--- config.mk ---
export PLATFORM = sky130hd
export DESIGN_NAME = sseg_scan_driver
export DESIGN_NICKNAME = d
export VERILOG_FILES = /design/src/rtl/sseg_pkg.sv /design/src/rtl/sseg_scan_timer.sv /design/src/rtl/sseg_scan_driver.sv
export SDC_FILE = /design/constraint.sdc
export NUM_CORES = 1
export LEC_CHECK = 0
export BUFFER_PORTS_ARGS = -buffer_cell sky130_fd_sc_hd__buf_2
export CAP_MARGIN = 30
export CORE_UTILIZATION = 40
export CTS_CLUSTER_DIAMETER = 120
export DETAILED_ROUTE_END_ITERATION = 12
export PLACE_DENSITY = 0.7
export RECOVER_POWER = 25
export SLEW_MARGIN = 20
export SYNTH_ARGS = -nofsm -noshare
export SYNTH_HDL_FRONTEND = slang
export SYNTH_HIERARCHICAL = 1
export SYNTH_SLANG_ARGS = --single-unit
--- constraint.sdc ---
create_clock -name i_clk -period 2.4 [get_ports i_clk]
set_input_delay 0 -clock i_clk [delete_from_list [all_inputs] [get_ports i_clk]]
set_output_delay 0 -clock i_clk [all_outputs]
set_load 0.01 [all_outputs]
--- src/rtl/sseg_pkg.sv ---
// Types and constants shared by the seven-segment pattern generator and scan driver.
// Segment and anode buses are active-low: a 1 bit is dark.
package sseg_pkg;

  typedef logic [7:0] sseg_t;

  localparam int N_DIGITS = 4;
  localparam int DIGIT_W  = $clog2(N_DIGITS);

  localparam sseg_t                 SSEG_OFF = 8'hFF;
  localparam logic [N_DIGITS-1:0]   AN_OFF   = 4'hF;

  // Active-low one-hot anode select for a digit index.
  function automatic logic [N_DIGITS-1:0] an_select(input logic [DIGIT_W-1:0] digit);
    logic [N_DIGITS-1:0] onehot;
    onehot = '0;
    onehot[digit] = 1'b1;
    return ~onehot;
  endfunction

endpackage

--- src/rtl/sseg_scan_timer.sv ---
// Slot timing for the digit scan: per-slot cycle counter and digit index, plus
// combinational decodes of the current state (frame start/end, leading blank window).
module sseg_scan_timer
  import sseg_pkg::*;
#(
  parameter int DIGIT_CYCLES = 50000,
  parameter int BLANK_CYCLES = 500
) (
  input  logic               i_clk,
  input  logic               i_rst,
  output logic [DIGIT_W-1:0] digit,
  output logic               frame_start,
  output logic               frame_end,
  output logic               in_blank
);

  localparam int CW = (DIGIT_CYCLES > 1) ? $clog2(DIGIT_CYCLES) : 1;
  localparam logic [CW-1:0]      CNT_LAST   = CW'(DIGIT_CYCLES - 1);
  localparam logic [CW-1:0]      CNT_BLANK  = CW'(BLANK_CYCLES);
  localparam logic [DIGIT_W-1:0] DIGIT_LAST = DIGIT_W'(N_DIGITS - 1);

  logic [CW-1:0]      r_cnt;
  logic [DIGIT_W-1:0] r_digit;

  always_ff @(posedge i_clk) begin
    if (i_rst) begin
      r_cnt   <= '0;
      r_digit <= '0;
    end else if (r_cnt == CNT_LAST) begin
      r_cnt   <= '0;
      r_digit <= (r_digit == DIGIT_LAST) ? '0 : r_digit + DIGIT_W'(1);
    end else begin
      r_cnt   <= r_cnt + CW'(1);
    end
  end

  assign digit       = r_digit;
  assign frame_start = (r_digit == '0) && (r_cnt == '0);
  assign frame_end   = (r_digit == DIGIT_LAST) && (r_cnt == CNT_LAST);
  // Every slot opens dark so the outgoing digit's anode has fully released.
  assign in_blank    = (r_cnt < CNT_BLANK);

endmodule

--- src/rtl/sseg_scan_driver.sv ---
// Multiplexes four active-low segment patterns onto a common-anode display with
// blanking, 16-level PWM and a per-frame input snapshot; outputs lag state by one clock.
module sseg_scan_driver
  import sseg_pkg::*;
#(
  parameter int DIGIT_CYCLES = 50000,
  parameter int BLANK_CYCLES = 500
) (
  input  logic                i_clk,
  input  logic                i_rst,
  input  sseg_t               i_sseg_n [N_DIGITS-1:0],
  input  logic [3:0]          i_bright,
  input  logic                i_blank,
  output logic [N_DIGITS-1:0] o_an_n,
  output sseg_t               o_sseg_n,
  output logic                o_frame_tick
);

  logic [DIGIT_W-1:0] digit;
  logic               frame_start;
  logic               frame_end;
  logic               in_blank;
  logic [3:0]         r_pwm;
  sseg_t              r_frame [N_DIGITS-1:0];
  logic               lit;

  sseg_scan_timer #(
    .DIGIT_CYCLES (DIGIT_CYCLES),
    .BLANK_CYCLES (BLANK_CYCLES)
  ) u_timer (
    .i_clk       (i_clk),
    .i_rst       (i_rst),
    .digit       (digit),
    .frame_start (frame_start),
    .frame_end   (frame_end),
    .in_blank    (in_blank)
  );

  // Whole-frame snapshot keeps a pattern update from tearing across digits.
  always_ff @(posedge i_clk) begin
    if (i_rst) begin
      for (int d = 0; d < N_DIGITS; d++) r_frame[d] <= SSEG_OFF;
    end else if (frame_start) begin
      for (int d = 0; d < N_DIGITS; d++) r_frame[d] <= i_sseg_n[d];
    end
  end

  always_ff @(posedge i_clk) begin
    if (i_rst) r_pwm <= '0;
    else       r_pwm <= r_pwm + 4'd1;
  end

  assign lit = !in_blank && (r_pwm <= i_bright) && !i_blank;

  always_ff @(posedge i_clk) begin
    if (i_rst) begin
      o_an_n       <= AN_OFF;
      o_sseg_n     <= SSEG_OFF;
      o_frame_tick <= 1'b0;
    end else begin
      o_frame_tick <= frame_end;
      if (lit) begin
        o_an_n   <= an_select(digit);
        o_sseg_n <= r_frame[digit];
      end else begin
        o_an_n   <= AN_OFF;
        o_sseg_n <= SSEG_OFF;
      end
    end
  end

endmodule

; ---- Yosys cells after proc, flatten, opt, wreduce, memory -nomap -nowiden
; Memory sizes are Yosys's and may differ from the RTL's. A register that Yosys moved wholly into a read port is not among the register bits.
; Index checks and enable logic that the tools add are counted.
[classes]
reduce_logical = 11
n_lt_le_gt_ge = 4
n_mux = 12
n_addsub = 3
bitwise_logic = 6
n_eq_ne = 2
[ops]
columns = op, n
row1 = 8-bit 2-to-1 mux, 4
row2 = 16-bit by 1-bit adder with 16-bit output (second input constant), 1
row3 = 16-bit equality test (second input constant), 1
row4 = 16-bit logical NOT, 1
row5 = 16-bit by 9-bit less-than comparator with 1-bit output (second input constant), 1
row6 = 1-bit 2-to-1 mux, 6
row7 = 1-bit logical AND, 5
row8 = 4-bit by 1-bit adder with 4-bit output (second input constant), 1
row9 = 4-bit less-or-equal comparator, 1
row10 = 4-bit inverter, 1
row11 = 1-bit bitwise OR, 4
row12 = 2-bit OR reduction, 2
row13 = 2-bit by 3-bit less-than comparator with 1-bit output (second input constant), 1
row14 = 2-bit by 1-bit adder with 2-bit output (second input constant), 1
row15 = 1-bit demux with 2-bit select, 1
row16 = 2-bit equality test (second input constant), 1
row17 = 2-bit by 1-bit greater-or-equal comparator with 1-bit output (second input constant), 1
row18 = 1-bit logical NOT, 2
row19 = 2-bit logical NOT, 1
row20 = 2-bit 2-to-1 mux, 1
row21 = 1-bit inverter, 1
[totals]
memories = 1
input_bits = 39
reg_bits = 27
ram_bits = 32
out_inout_bits = 13
[memory_table]
columns = memory, words, word_bits, read_ports, rd_clocked_by_memory_dff, write_ports, line_no
row1 = r_frame, 4, 8, 1, 1, 4, sseg_scan_driver.sv:24  ; sseg_t r_frame [N_DIGITS-1:0];

; ---- Depth between registers and ports, before layout
[depth]
ltp_word = 6
ltp_mapped = 7
depth_no_buf = 6

; ---- Hierarchy
; The synthesis kept the hierarchy.
[modules_own_cells]
columns = module, instances, area_per_inst_um2, cells_per_inst, seq_area_each_um2
row1 = sseg_scan_driver, 1, 2080.7, 142, 1301.2
row2 = sseg_scan_timer, 1, 928.4, 109, 360.3

; ---- Least setup slack after synthesis
; Ideal clock, no wire load.
[synth_path]
path_kind = register to register
from = register u_timer.r_cnt[13]
to = memory r_frame[0][1] (netlist bit) (data pin)
stages_incl_launch_ff = 7
setup_time_ns = 0.258
arrival_time_ns = 2.237
setup_slack_ns = -0.095
n_path_buf = 1
required_time_ns = 2.142
cell_sequence = dfxtp_1 > or4_4 > or4_1 > nor3_1 > nor2b_1 > clkbuf_1 > or2b_1
[synth_rtl]
columns = element, line_no
row1 = from (decl), sseg_scan_timer.sv:22  ; logic [CW-1:0] r_cnt;
row2 = from (signal assigned), sseg_scan_timer.sv:33  ; r_cnt <= r_cnt + CW'(1);
row3 = to (decl), sseg_scan_driver.sv:24

==> results_tabular.tex <==
\begin{tabular}{lr}
\hline
Metric & Value \\
\hline
\multicolumn{2}{l}{\textbf{Final layout}} \\
Diode insertion count for antenna repair & 0 \\
Share of cells above drive strength 1 & 0.195 \\
Post-layout nets & 391 \\
Filler cell count in the final layout & 629 \\
Most common library cell in the layout ignoring fill and taps & sky130\_fd\_sc\_hd\_\_buf\_2 \\
Area growth from synthesis to final layout & 28.9\% \\
Final cell area excluding filler cells & 0.00388 sq mm \\
Commonest cells after routing, fill and taps aside & sky130\_fd\_sc\_hd\_\_buf\_2, sky130\_fd\_sc\_hd\_\_dfxtp\_1, sky130\_fd\_sc\_hd\_\_dlygate4sd3\_1 \\
\multicolumn{2}{l}{\textbf{STA}} \\
Share of the cycle needed by the critical path after routing & 0.962 \\
Max-slew violations & 0 \\
Final Hold Violating Endpoints & 0 \\
Fin Hold WS & 314 ps \\
Worst setup skew after layout & 8.48 ps \\
Post-Route Setup TNS & 0 ps \\
Clock period minus final worst setup slack & 2310 ps \\
Endpoints failing setup & 0 \\
Worst-case headroom to the max-slew limit & 0.476 \\
Maximum clock frequency & 433 MHz \\
Setup WS post-layout & 92.2 ps \\
Slew at the pin with the worst max-slew slack & 785 ps \\
RSZ-0062 raised after global routing & no \\
\multicolumn{2}{l}{\textbf{Worst setup path}} \\
Max stage delay on crit path & 520 ps \\
Cell Chain, Critical Path & or4\_4 -> or4\_1 -> nor3\_2 -> nor2b\_4 -> buf\_12 -> or2b\_1 \\
Critical Path End Type & flop \\
Setup slack on the worst flop-to-flop path & 90 ps \\
Crit Path Category & flop to flop \\
Maximum fanout encountered on the critical timing path & 32 \\
CP startpoint kind & flop \\
Crit path max-delay family & simple AND/OR/NAND/NOR gates \\
Slowest library cell on the worst path & sky130\_fd\_sc\_hd\_\_or4\_4 \\
Sum of buffers and inverters on the critical path & 1 \\
Required time worst endpoint & 2490 ps \\
Arrival @ worst endpoint & 2400 ps \\
\multicolumn{2}{l}{\textbf{Placement}} \\
Detail Placement HPWL & 3500 microns \\
Final estimated routing congestion in global placement & 0.779 \\
Buffers added on ports & 51 \\
Instance area after placement & 0.00337 sq mm \\
Worst slack at placement & -8.09 ps \\
\multicolumn{2}{l}{\textbf{Yosys}} \\
Sequential fraction of the synthesis area & 0.552 \\
Post-synth EDFFs & 32 \\
Portion of synthesized cell area occupied by the leading cell type & 0.319 \\
Netlist cell types & 37 \\
Area leader, netlist & sky130\_fd\_sc\_hd\_\_edfxtp\_1 \\
Ys Warns & 6 \\
Seq cells post-synth & 67 \\
Post-synthesis net count & 299 \\
Average instance area after synthesis & 12.0 sq um \\
Cells taking the most area after synthesis & sky130\_fd\_sc\_hd\_\_edfxtp\_1, sky130\_fd\_sc\_hd\_\_dfxtp\_1, sky130\_fd\_sc\_hd\_\_mux4\_1 \\
Share of async-settable or async-resettable flops after synthesis & 0 \\
Synthesized netlist cell count & 251 \\
Post-synthesis cell area & 0.00301 sq mm \\
Top\_reg\_cell synth & sky130\_fd\_sc\_hd\_\_dfxtp\_1 \\
\multicolumn{2}{l}{\textbf{Floorplan}} \\
Number of I/O pins & 52 \\
Die outline width & 88.7 microns \\
Total core area & 0.00725 sq mm \\
Die Y-Extent & 88.7 microns \\
Initial core utilization & 0.415 \\
Die outline area & 0.00787 sq mm \\
Count of standard-cell rows & 31 \\
\multicolumn{2}{l}{\textbf{Global route}} \\
Antenna violations before repair & 0 \\
Global-route usage over all layers & 0.155 \\
Maximum number of pins on one net before global-route repair & 33 \\
Wire length of the first global-routing pass & 8870 microns \\
Via count of the first global-routing pass & 2002 \\
Sum of overflow across all layers after global routing & 0 \\
\multicolumn{2}{l}{\textbf{CTS}} \\
Worst-skew pair later-pin latency & 340 ps \\
CTS tree & yes \\
Clock transition at the registers of the reported paths & 70 ps \\
Number of H-tree levels & 3 \\
Number of sinks driven by the clock tree & 67 \\
Longest Clk Path Bufs & 2 \\
Clock root buffer & sky130\_fd\_sc\_hd\_\_clkbuf\_8 \\
Buffers inserted by post-CTS timing repair & 0 \\
CTS Buf Count & 9 \\
\multicolumn{2}{l}{\textbf{Drt}} \\
Detailed-routing iteration count for the pre-antenna-repair pass & 4 \\
Antenna-violating nets left & 0 \\
Aggregate routed wire length & 5480 microns \\
Detailed-route wire length per cell & 12.3 microns \\
Via count normalized by instance count & 4.63 \\
Via count of the routed design & 2069 \\
Detailed-route DRC error count & 0 \\
Iter 0 DRT Violations & 151 \\
\multicolumn{2}{l}{\textbf{Pwr}} \\
LEAKAGE & 0.00141 uW \\
VDD IR-drop max & 457 uV \\
Pwr dens & 612 mW/mm\^{}2 \\
\multicolumn{2}{l}{\textbf{Worst hold path}} \\
Hold crit path type & input pin to flop \\
\multicolumn{2}{l}{\textbf{Flow run}} \\
Number of max-cap violations & 0 \\
\multicolumn{2}{l}{\textbf{Run status}} \\
Run status & finished, final reports clean \\
\hline
\end{tabular}
## cell usage after synthesis (4+ instances only)
cell and number:
sky130_fd_sc_hd__nand4_1 9, sky130_fd_sc_hd__or2b_1 15, sky130_fd_sc_hd__clkbuf_1 4, sky130_fd_sc_hd__nor2_1 30, sky130_fd_sc_hd__nand3_1 16, sky130_fd_sc_hd__edfxtp_1 32, sky130_fd_sc_hd__ha_1 9, sky130_fd_sc_hd__inv_1 20
sky130_fd_sc_hd__xnor2_1 14, sky130_fd_sc_hd__nor4_1 5, sky130_fd_sc_hd__nand2b_1 17, sky130_fd_sc_hd__nor3_1 5, sky130_fd_sc_hd__dfxtp_1 35, sky130_fd_sc_hd__mux4_1 5
## path summary, 6_finish.rpt
| path | startpoint | to | cells after the start |
|---|---|---|---|
| setup reg to reg | u_timer/r_cnt[13] | r_frame[2][0] | 6 |
| hold reg to reg | r_pwm[0] | r_pwm[0] | 1 |
| setup / recovery | u_timer/r_cnt[13] | r_frame[2][0] | 6 |
| hold / removal | i_bright[3] | o_sseg_n[6] | 6 |
## metrics by stage
| stage | instances | utilization | power [uW] |
|---|---|---|---|
| 6_report | 447 | 0.535 | 2370 |
| 4_1_cts | 447 | 0.537 | 2400 |
| 2_1_floorplan | 251 | - | 1410 |
| 3_3_place_gp | 397 | 0.464 | 1470 |
| 5_1_grt | 447 | 0.535 | 2500 |
| 3_5_place_dp | 397 | 0.464 | 1480 |
## area by class of cell
type | count | area [sq um] | area share
sequential | 67 | 1660 | 0.429
multi-input combinational | 152 | 1170 | 0.302
timing repair buffer | 93 | 663 | 0.171
clock buffer | 10 | 128 | 0.0329
tap | 99 | 124 | 0.0319
inverter | 20 | 75.1 | 0.0194
clock inverter | 6 | 56.3 | 0.0145
## routing by layer
layer	part of all wire	global-route usage	vias to the layer above	wire (microns)
met5	0	0	-	0
met4	0.017	0.0528	0	92
met3	0.048	0.0672	9	264
met2	0.52	0.271	49	2840
met1	0.42	0.168	958	2290
li1	-	-	1053	-
## timing repair
item | CTS | global route
setup endpoints to repair | 6 | 15
hold endpoints to repair | 52 | 0
pin swaps | 0 | 1
hold buffers | 34 | 0
resized for setup | 1 | 1
## worst min-delay path, stage by stage
cell	delay, ps
sky130_fd_sc_hd__buf_2	100
sky130_fd_sc_hd__inv_1	40
sky130_fd_sc_hd__ha_1	140
sky130_fd_sc_hd__a21o_1	120
sky130_fd_sc_hd__a2111oi_4	150
sky130_fd_sc_hd__nand3_1	80
## report_power, final
group	leakage, uW	total, uW	switching [uW]	internal [uW]
logic	0.000764	229	99.7	129
clock network	0.0000935	871	401	470
registers	0.000549	1270	17.3	1260
total	0.00141	2370	518	1860
## flip-flops by register name, summed over array words and instances, names as in the netlist
signal         cells
r_pwm              4
r_frame           32
o_frame_tick       1
o_sseg_n           8
u_timer/digit      2
u_timer/r_cnt     16
o_an_n             4
## cell families after synthesis
logic type | after synthesis | share of synthesized area
simple gates | 114 | 0.215
buf+inv | 32 | 0.0611
mux | 10 | 0.0728
compound gates | 3 | 0.0146
fa+ha+maj | 9 | 0.0374
xor+xnor | 16 | 0.0466
flops | 67 | 0.552
Power figures use the tool's default switching activity.
